## config.mk

```make
export PLATFORM = sky130hd
export DESIGN_NAME = sr_latch_driver
export DESIGN_NICKNAME = d
export VERILOG_FILES = /design/src/rtl/sr_latch_driver_pkg.sv /design/src/rtl/sr_latch_driver_sync2.sv /design/src/rtl/sr_latch_driver.sv
export SDC_FILE = /design/constraint.sdc
export NUM_CORES = 1
export LEC_CHECK = 0
export BUFFER_PORTS_ARGS = -buffer_cell sky130_fd_sc_hd__buf_2
export CELL_PAD_IN_SITES_DETAIL_PLACEMENT = 1
export CELL_PAD_IN_SITES_GLOBAL_PLACEMENT = 1
export CORE_MARGIN = 10
export CORE_UTILIZATION = 43
export CTS_CLUSTER_DIAMETER = 30
export DETAILED_ROUTE_END_ITERATION = 10
export PLACE_DENSITY = 0.82
export REMOVE_ABC_BUFFERS = 1
export SYNTH_ARGS = -nofsm -noshare
export SYNTH_HDL_FRONTEND = slang
export SYNTH_SLANG_ARGS = --single-unit
```

## constraint.sdc

```tcl
create_clock -name clk -period 2.2 [get_ports clk]
set_input_delay 0.44 -clock clk [delete_from_list [all_inputs] [get_ports clk]]
set_output_delay 0.44 -clock clk [all_outputs]
set_load 0.05 [all_outputs]
```

## src/rtl/sr_latch_driver_pkg.sv

```systemverilog
// Shared encodings for the gated SR latch driver: FSM states, command ops and
// response error codes, plus the response classification helper.
package sr_drv_pkg;

  typedef enum logic [2:0] {
    ST_IDLE,
    ST_SETUP,
    ST_PULSE,
    ST_HOLD,
    ST_SETTLE,
    ST_RESP
  } drvState_t;

  typedef enum logic [1:0] {
    OP_HOLD = 2'b00,
    OP_SET  = 2'b01,
    OP_RST  = 2'b10,
    OP_ILL  = 2'b11
  } drvOp_t;

  typedef enum logic [1:0] {
    ERR_OK  = 2'b00,
    ERR_MIS = 2'b01,
    ERR_ILL = 2'b10,
    ERR_INV = 2'b11
  } drvErr_t;

  // A latch showing Q==Qbar is invalid regardless of what we expected.
  function automatic drvErr_t classifyResult(input logic q, input logic qb,
                                             input logic expVld, input logic expQ);
    if (q == qb)
      return ERR_INV;
    else if (expVld && (q != expQ))
      return ERR_MIS;
    else
      return ERR_OK;
  endfunction

endpackage

```

## src/rtl/sr_latch_driver_sync2.sv

```systemverilog
// Two-flop synchronizer for bringing the asynchronous latch outputs into the
// clk domain; clears to 0 on reset.
module sync2 (
  input  logic clk,
  input  logic rst,
  input  logic d,
  output logic q
);

  logic meta;

  always_ff @(posedge clk or posedge rst) begin
    if (rst) begin
      meta <= 1'b0;
      q    <= 1'b0;
    end else begin
      meta <= d;
      q    <= meta;
    end
  end

endmodule

```

## src/rtl/sr_latch_driver.sv

```systemverilog
// Synchronous initiator for a gated NAND SR latch: sequences S/R setup, the C
// pulse and hold, then samples the synchronized Q/Qbar and returns a checked response.
module sr_latch_driver
  import sr_drv_pkg::*;
#(
  parameter int unsigned SETUP_CYC  = 1,
  parameter int unsigned PULSE_CYC  = 2,
  parameter int unsigned HOLD_CYC   = 1,
  parameter int unsigned SETTLE_CYC = 2,
  parameter int unsigned CNT_W      = 4
) (
  input  logic       clk,
  input  logic       rst,
  input  logic       cmd_valid,
  output logic       cmd_ready,
  input  logic [1:0] cmd_op,
  output logic       rsp_valid,
  input  logic       rsp_ready,
  output logic       rsp_q,
  output logic [1:0] rsp_err,
  output logic       latch_c,
  output logic       latch_s,
  output logic       latch_r,
  input  logic       latch_q,
  input  logic       latch_qbar
);

  localparam logic [CNT_W-1:0] SETUP_LD  = CNT_W'(SETUP_CYC - 1);
  localparam logic [CNT_W-1:0] PULSE_LD  = CNT_W'(PULSE_CYC - 1);
  localparam logic [CNT_W-1:0] HOLD_LD   = CNT_W'(HOLD_CYC - 1);
  localparam logic [CNT_W-1:0] SETTLE_LD = CNT_W'(SETTLE_CYC - 1);

  drvState_t        state;
  logic [CNT_W-1:0] cnt;
  drvOp_t           opReg;
  logic             expQ;
  logic             expVld;
  logic             cmdReady;
  logic             rspValid;
  logic             rspQ;
  drvErr_t          rspErr;
  logic             latchC;
  logic             latchS;
  logic             latchR;

  logic             qSync;
  logic             qbSync;
  logic             nextExpQ;
  logic             nextExpVld;
  drvErr_t          settleErr;
  logic             phaseDone;

  sync2 uSyncQ (
    .clk (clk),
    .rst (rst),
    .d   (latch_q),
    .q   (qSync)
  );

  sync2 uSyncQb (
    .clk (clk),
    .rst (rst),
    .d   (latch_qbar),
    .q   (qbSync)
  );

  assign phaseDone = (cnt == '0);

  // The response is judged against the value this op should leave behind,
  // so set/reset update the expectation before the comparison.
  always_comb begin
    nextExpQ   = expQ;
    nextExpVld = expVld;
    case (opReg)
      OP_SET: begin
        nextExpQ   = 1'b1;
        nextExpVld = 1'b1;
      end
      OP_RST: begin
        nextExpQ   = 1'b0;
        nextExpVld = 1'b1;
      end
      default: ;
    endcase
    settleErr = classifyResult(qSync, qbSync, nextExpVld, nextExpQ);
  end

  always_ff @(posedge clk or posedge rst) begin
    if (rst) begin
      state    <= ST_IDLE;
      cnt      <= '0;
      opReg    <= OP_HOLD;
      expQ     <= 1'b0;
      expVld   <= 1'b0;
      cmdReady <= 1'b1;
      rspValid <= 1'b0;
      rspQ     <= 1'b0;
      rspErr   <= ERR_OK;
      latchC   <= 1'b0;
      latchS   <= 1'b0;
      latchR   <= 1'b0;
    end else begin
      unique case (state)
        ST_IDLE: begin
          if (cmd_valid) begin
            opReg    <= drvOp_t'(cmd_op);
            cmdReady <= 1'b0;
            if (drvOp_t'(cmd_op) == OP_ILL) begin
              state  <= ST_RESP;
              rspQ   <= 1'b0;
              rspErr <= ERR_ILL;
            end else begin
              state  <= ST_SETUP;
              cnt    <= SETUP_LD;
              latchS <= (drvOp_t'(cmd_op) == OP_SET);
              latchR <= (drvOp_t'(cmd_op) == OP_RST);
            end
          end
        end

        ST_SETUP: begin
          if (phaseDone) begin
            state  <= ST_PULSE;
            cnt    <= PULSE_LD;
            latchC <= 1'b1;
          end else begin
            cnt <= cnt - 1'b1;
          end
        end

        ST_PULSE: begin
          if (phaseDone) begin
            state  <= ST_HOLD;
            cnt    <= HOLD_LD;
            latchC <= 1'b0;
          end else begin
            cnt <= cnt - 1'b1;
          end
        end

        ST_HOLD: begin
          if (phaseDone) begin
            state  <= ST_SETTLE;
            cnt    <= SETTLE_LD;
            latchS <= 1'b0;
            latchR <= 1'b0;
          end else begin
            cnt <= cnt - 1'b1;
          end
        end

        ST_SETTLE: begin
          if (phaseDone) begin
            state  <= ST_RESP;
            rspQ   <= qSync;
            rspErr <= settleErr;
            expQ   <= nextExpQ;
            expVld <= (settleErr == ERR_INV) ? 1'b0 : nextExpVld;
          end else begin
            cnt <= cnt - 1'b1;
          end
        end

        // First RESP cycle raises rsp_valid; the handshake is only honoured
        // once it is visible.
        ST_RESP: begin
          if (!rspValid) begin
            rspValid <= 1'b1;
          end else if (rsp_ready) begin
            rspValid <= 1'b0;
            state    <= ST_IDLE;
            cmdReady <= 1'b1;
          end
        end

        default: begin
          state    <= ST_IDLE;
          cmdReady <= 1'b1;
          rspValid <= 1'b0;
          latchC   <= 1'b0;
          latchS   <= 1'b0;
          latchR   <= 1'b0;
        end
      endcase
    end
  end

  assign cmd_ready = cmdReady;
  assign rsp_valid = rspValid;
  assign rsp_q     = rspQ;
  assign rsp_err   = rspErr;
  assign latch_c   = latchC;
  assign latch_s   = latchS;
  assign latch_r   = latchR;

endmodule

```

# Word-level counts from Yosys, hierarchy flattened
# Cells that the tools add are included.
[totals] regBits=23 input_bits=8 out_inout_bits=8 wordCells=106
[op_classes] n_addsub=1 eq_ne=23 n_mux=44 n_bitwise=3 reduce_logical=19
[op_table] cell="$mux 3" n=8
[op_table] cell="$mux 4" n=5
[op_table] cell="$ne 2x2->1 const B" n=10
[op_table] cell="$pmux 3 s6" n=1
[op_table] cell="$mux 1" n=17
[op_table] cell="$pmux 4 s4" n=1
[op_table] cell="$reduce_and 4->1" n=4
[op_table] cell="$pmux 1 s3" n=4
[op_table] cell="$reduce_or 4->1" n=3
[op_table] cell="$eq 2x2->1 const B" n=4
[op_table] cell="$mux 2" n=4
[op_table] cell="$reduce_and 7->1" n=1
[op_table] cell="$eq 3x2->1 const B" n=2
[op_table] cell="$eq 3x3->1 const B" n=2
[op_table] cell="$pmux 1 s2" n=3
[op_table] cell="$reduce_or 5->1" n=1
[op_table] cell="$eq 2x1->1 const B" n=2
[op_table] cell="$logic_not 4->1" n=1
[op_table] cell="$pmux 2 s2" n=1
[op_table] cell="$reduce_and 2->1" n=2
[op_table] cell="$reduce_bool 4->1" n=1
[op_table] cell="$reduce_or 2->1" n=2
[op_table] cell="$sub 4x1->4 const B" n=1
[op_table] cell="$eq 3x1->1 const B" n=1
[op_table] cell="other kinds (7)" n=9

# Longest topological paths before layout
# Gate-level depths: netlist of the first run.
[logic_depth] ltp_word=8 mapped_depth=6 depth_no_buf=6

# By module
# Synthesis of the first run repeated with hierarchy kept, for this count alone.
[hier_totals] hier_cells=120 area_unflattened_um2=1152.4
[modules_own_cells] module="sr_latch_driver" instances=1 cells_each=114 area_each_um2=1044.8 seq_area_each_um2=476.7
[modules_own_cells] module="sync2" instances=2 cells_each=3 area_each_um2=53.8 seq_area_each_um2=50.0

# Least setup slack after synthesis of the first run
# No wires, ideal clock.
[synth_path] path_kind="register to register" from="register cnt[0]" to="register expQ" setup_time_ps=125 arrival_ps=1613 t_required_ps=2075 slack_ps=462 stages_incl_launch_ff=7 n_path_buf=0 period_less_slack_ps=1738 cell_sequence="dfrtp_1 > inv_1 > ha_1 > nor3b_4 > nand3_1 > nor2_1 > mux2_2"
[synth_via] elab_chain_len=2
[synth_rtl] item="start, declared" line_no="sr_latch_driver.sv:34" text="logic [CNT_W-1:0] cnt;"
[synth_rtl] item="start signal, assigned" line_no="sr_latch_driver.sv:127" text="cnt <= cnt - 1'b1;"
[synth_rtl] item="start signal, assigned" line_no="sr_latch_driver.sv:137" text="cnt <= cnt - 1'b1;"
[synth_rtl] item="start signal, assigned" line_no="sr_latch_driver.sv:148" text="cnt <= cnt - 1'b1;"
[synth_rtl] item="$logic_not 4->1" line_no="sr_latch_driver.sv:67" text="assign phaseDone = (cnt == '0);"
[synth_rtl] item="$reduce_and 2->1 (no source line)"
[synth_rtl] item="end signal, assigned" line_no="sr_latch_driver.sv:157" text="expQ <= nextExpQ;"
[synth_rtl] item="end, declared" line_no="sr_latch_driver.sv:36" text="logic expQ;"
# No other way between the ends.
# A chain may end at the register's enable or synchronous reset.

# Final worst setup path of the first run
# Same ends and word-level chain as after synthesis.

==> metrics.txt, run 1 <==
status complete, no violations; Post-CTS Setup Bufs 0; Clock Skews 0.00431 ns; post-synthesis xor/xnor area fraction 0.0289; Commonest cells post-synth dfrtp_1 (22), nand2_1 (11), inv_1 (8); maximum vdd drop 0.000909 V; first-pass GRT wire length 4840 um; Storage cell area 577 um2; Post-CTS Hold Buffers 0; GPL Wtd Cong 0.795; Die Span Y 73.1 um; period utilization 0.861; max_cap viols 0; fillcell total 321; Max Fanout on Critical Path 5; simple-gate share of the synthesized area 0.198; Synth Register Bits 23; boundary pin count 16; clk root buf clkbuf_4; Antenna Nets Post-Route 0; layout cell share with drive strength beyond 1 0.239; mux share of post-synthesis cell area 0.0278; dominant cell type by area after synthesis dfrtp_1; nets 149; initial core utilization 0.444; asr flop ratio synth 1.00; post-cts sizing count 0; number of antenna violations at the first check in global routing 0; # diodes 0; Synth Cell Area 0.00121 mm2; drt initial violations 45; most common cell in the netlist dfrtp_1; die area 0.00535 mm2; area of the multi-input gates 589 um2; CTS max path bufs 2; TritonRoute pass-1 iters 4; final setup violation count 0; Core Util, Final 0.494; sequential area share after synthesis 0.475; largest family of logic cells by synthesized area compound AO/OA/AOI/OAI gates; min-delay worst type input port to asynchronous set/reset pin; ys flop type dfrtp_1; Req. time, crit path 2.41 ns; GRT Total Usage 0.110; DIE WIDTH 73.1 um; Unique masters post-synth 41; Slew Limit Fails 0; CP arrival 2.10 ns; overall power 2.16 mW; largest net degree at the start of global routing 24; Synth Area in Compound Gates 0.201; Pleak 0.630 nW; DRC violations left 0; post-synthesis adder-cell area fraction 0.0299; setup TNS 0 ns; DR vias/cell 5.94; CTS tree built; final hold viol count 0; CTS buffer count 3; R2R Setup Slk 0.31 ns; syn avg cell area 10.0 um2; GRT overflow 0; Max-slew headroom 0.628; WL/cell 16.8 um; CP Launch Type register; Post-synth EDFFs 0; synth top area cells dfrtp_1 (45%), nand2_1 (3.4%), nand3_1 (2.9%); RSZ-0062 raised after global routing no; core box area 0.00273 mm2; PortBufs 15; Pwr Density 1600 mW/mm2; via count 1004; max frequency 528 MHz; Worst-path clk slew 0.12 ns; Routed WL 2850 um; CTS HTree Levels 1; clk_lat worst skew 0.31 ns; post-synthesis cell count 121; Synth-to-Final Area Change 11.3%; Synth top area share 0.454; Yosys Warn Count 0; count of clock tree sinks 23; crit path time final 1.89 ns; Crit. End Element register; Final HPWL DP 2120 um; Worst Max-Slew Pin Slew 0.558 ns; row count 19; vias in the first global route 1031; Setup Crit Path Kind register to register
worst max-delay path: stages (launching register included):
cell	delay (ns)
dfrtp_1	0.45
inv_1	0.15
ha_1	0.23
nor3b_4	0.28
nand3_1	0.16
nor2_1	0.19
mux2_2	0.35
flip-flops by register name (all words and copies together), names as in the netlist, 2 cells and up:
name,cells
cnt,4
opReg,2
rsp_err,2
state,3
metrics by stage:
stage	area (um2)	hold slack, ns	setup WS, ns	instances
final	1350	0.141	0.306	169
after global routing	1350	0.168	0.182	169
after CTS	1350	0.145	0.308	169
after detailed placement	1330	0.336	0.334	165
after global placement	1330	0.333	0.459	165
after floorplan	1200	0.331	0.452	117
final cells by class:
class                      count  share of cell area
multi-input combinational     86               0.436
inverter                       8              0.0222
sequential                    23               0.427
tap                           31              0.0287
timing repair buffer          17              0.0667
clock buffer                   4              0.0194
cell usage in the layout, fill, tap and decap left out, types with 2 or more instances in the layout:
master	count
o22ai_1	4
o211ai_1	2
nand2_1	11
a21oi_1	6
and3_1	3
ha_1	2
dfrtp_1	22
inv_1	8
or2_2	2
buf_4	2
nor3b_1	3
mux2_2	3
xnor2_1	2
o31ai_1	2
o22a_1	2
buf_2	15
a211o_1	2
clkbuf_4	3
xor2_1	2
a31oi_1	2
a22o_1	2
o21ai_0	5
nor3_1	4
nand3_1	7
nor2_1	4
kinds of logic (layout without fill, tap and decap cells):
group                    after synthesis  after routing
AND/OR/NAND/NOR                       41             41
AO/OA/AOI/OAI                         35             35
flip-flops                            23             23
buffers and inverters                 12             29
XOR/XNOR                               4              4
adder cells (fa/ha/maj)                3              3
multiplexers                           3              3
power breakdown:
part           total [mW]  internal (mW)  switching [mW]
Clock               0.196         0.0709           0.125
Combinational        1.15          0.441           0.708
Sequential          0.813          0.590           0.222
worst paths after layout:
check,from,end,depth (start not counted)
setup / recovery,cnt[0],expQ,6
hold / removal,rst,latch_s,3
setup reg to reg,cnt[0],expQ,6
hold reg to reg,uSyncQ.meta,uSyncQ.q,0
max in group asynchronous,rst,cmd_ready,3
min in group clk,latch_q,uSyncQ.meta,1
metal layers:
| metal | GRT usage | routed length, um | vias up |
|---|---|---|---|
| li1 | - | - | 471 |
| met1 | 0.139 | 1280 | 505 |
| met2 | 0.179 | 1400 | 21 |
| met3 | 0.0231 | 114 | 7 |
| met4 | 0.0380 | 47 | 0 |
| met5 | 0 | 0 | - |
Power figures use the tool's default switching activity.
==> run 2, diff against run 1 <==
--- a/config.mk
+++ b/config.mk
@@ -12,7 +12,7 @@
 export CORE_UTILIZATION = 43
 export CTS_CLUSTER_DIAMETER = 30
 export DETAILED_ROUTE_END_ITERATION = 10
-export PLACE_DENSITY = 0.82
+export PLACE_DENSITY_LB_ADDON = 0.1
 export REMOVE_ABC_BUFFERS = 1
 export SYNTH_ARGS = -nofsm -noshare
 export SYNTH_HDL_FRONTEND = slang
==> metrics.txt, run 2 (synthesis gave the netlist of run 1 again) <==
CTS HTree Levels 1 (unchanged); met1 usage 0.130 (-0.00920); first-pass GRT wire length 4510 um (-6.7%); setup TNS 0 ns (unchanged); CTS max path bufs 2 (unchanged); Top Registers cnt (4), state (3); Setup Crit Path Kind register to register; number of antenna violations at the first check in global routing 0 (unchanged); period utilization 0.910 (+0.0493); M3 GR Usage 0.0218 (-0.00136); clk_lat worst skew 0.31 ns (about the same); DR vias/cell 5.71 (-3.8%); status complete, no violations; Die Span Y 73.1 um (unchanged); crit path time final 2.00 ns (+0.109 ns); worst setup margin 0.197 ns (-0.109 ns); met2 GRT Util 0.172 (-0.00669); GPL Wtd Cong 0.714 (-10%); GRT Total Usage 0.105 (-0.00455); most frequent cells in the layout dfrtp_1 (22), buf_2 (15), nand2_1 (11); WL/cell 15.9 um (-5.8%); Sw Ratio 0.488 (-0.00135); row count 19 (unchanged); PortBufs 15 (unchanged); drt initial violations 49 (+8.9%); commonest non-fill, non-tap cell in the layout dfrtp_1; Psw 1.04 mW (-1.9%); CTS tree built; post-cts sizing count 0 (unchanged); largest reg by FF count cnt; Worst Max-Slew Pin Slew 0.518 ns (-0.0403 ns); pre-CTS setup slack 0.199 ns (-0.136 ns); Pleak 0.627 nW (-0.39%); CP Launch Type register; nets 148 (-0.67%); count of clock tree sinks 23 (unchanged); Post-CTS Setup Bufs 0 (unchanged); overall power 2.12 mW (-1.6%); Antenna Nets Post-Route 0 (unchanged); maximum vdd drop 0.000836 V (-8.1%); max frequency 499 MHz (-5.4%); gr busiest metal met2; Final HPWL DP 2070 um (-2.3%); CTS buffer count 3 (unchanged); # diodes 0 (unchanged); Slew Limit Fails 0 (unchanged); largest net degree at the start of global routing 24 (unchanged); sequential share of power 0.378 (about the same); Max Fanout on Critical Path 9 (+4); CP arrival 2.22 ns (+0.12 ns); via count 960 (-4.4%); Routed WL 2670 um (-6.3%); clk root buf clkbuf_4; logic gate share of total power 0.529 (-0.004); Post-CTS Hold Buffers 0 (unchanged); clock power share 0.094 (+0.003); final hold viol count 0 (unchanged); max FFs per register 4 (unchanged); initial core utilization 0.444 (unchanged); Max-slew headroom 0.655 (+0.0268); Crit. End Element register; final setup violation count 0 (unchanged); die area 0.00535 mm2 (unchanged); DIE WIDTH 73.1 um (unchanged); TritonRoute pass-1 iters 4 (unchanged); DRC violations left 0 (unchanged); RSZ-0062 raised after global routing no; core box area 0.00273 mm2 (unchanged); boundary pin count 16 (unchanged); Synth-to-Final Area Change 10.8%; GRT overflow 0 (unchanged); min-delay worst type input port to asynchronous set/reset pin; Worst-path clk slew 0.13 ns (about the same); layout cell share with drive strength beyond 1 0.241 (+0.00175); Power Internal 1.09 mW (-1.4%); fillcell total 321 (unchanged); Pwr Density 1580 mW/mm2 (-1.2%); max_cap viols 0 (unchanged); vias in the first global route 1008 (-2.2%); Req. time, crit path 2.42 ns (about the same); Clock Skews 0.00484 ns (+0.000534 ns)
## run 2: changes by cell type in the layout (fill, tap and decap cells not counted)
cell and change:
buf_4 -1, clkbuf_1 -1, clkinv_2 +1
## run 2: path summary, 6_finish.rpt
kind | start | endpoint | slack (ns) | cells after the start
max | cnt[0] | expQ | 0.20 | 6
min | rst | uSyncQ.q | 0.16 | 3
max reg2reg | cnt[0] | expQ | 0.20 | 6
min reg2reg | uSyncQb.meta | uSyncQb.q | 0.36 | 0
max in group asynchronous | rst | cmd_ready | 1.76 | 3
min in group clk | latch_qbar | uSyncQb.meta | 0.22 | 1
## run 2: routing by layer
metal,up-vias,routed length [um]
li1,471,-
met1,475,1280
met2,10,1280
met3,4,76
met4,0,38
met5,-,0
## run 2: final cells by class
type                       count  area (um2)  share of cell area
inverter                       8        30.0              0.0223
timing repair buffer          16        82.6              0.0614
clock inverter                 1        5.00             0.00372
tap                           31        38.8              0.0288
multi-input combinational     86         589               0.438
sequential                    23         577               0.429
clock buffer                   3        22.5              0.0167
## run 2: power groups by stage
stage | Clock (mW) | Sequential, mW | Combinational [mW]
after floorplan | 0 | 0.995 | 0.668
after global placement | 0 | 0.803 | 1.11
after detailed placement | 0 | 0.811 | 1.13
after CTS | 0.211 | 0.800 | 1.14
after global routing | 0.227 | 0.836 | 1.24
final | 0.199 | 0.801 | 1.12
## run 2: stage by stage
step	cells	hold WS (ns)	instance area, um2	utilization
floorplan	117	0.331	1200	-
global placement	164	0.335	1320	0.482
detailed placement	164	0.336	1320	0.482
CTS	168	0.152	1350	0.492
global route	168	0.161	1350	0.492
finish	168	0.155	1350	0.492
## run 2: worst max-delay path, cell delays in order, from the launching register on
cell and delay (ns):
dfrtp_1 0.45, inv_1 0.13, ha_1 0.19, nor3b_4 0.40, nand3_1 0.20, nor2_1 0.19
mux2_2 0.35
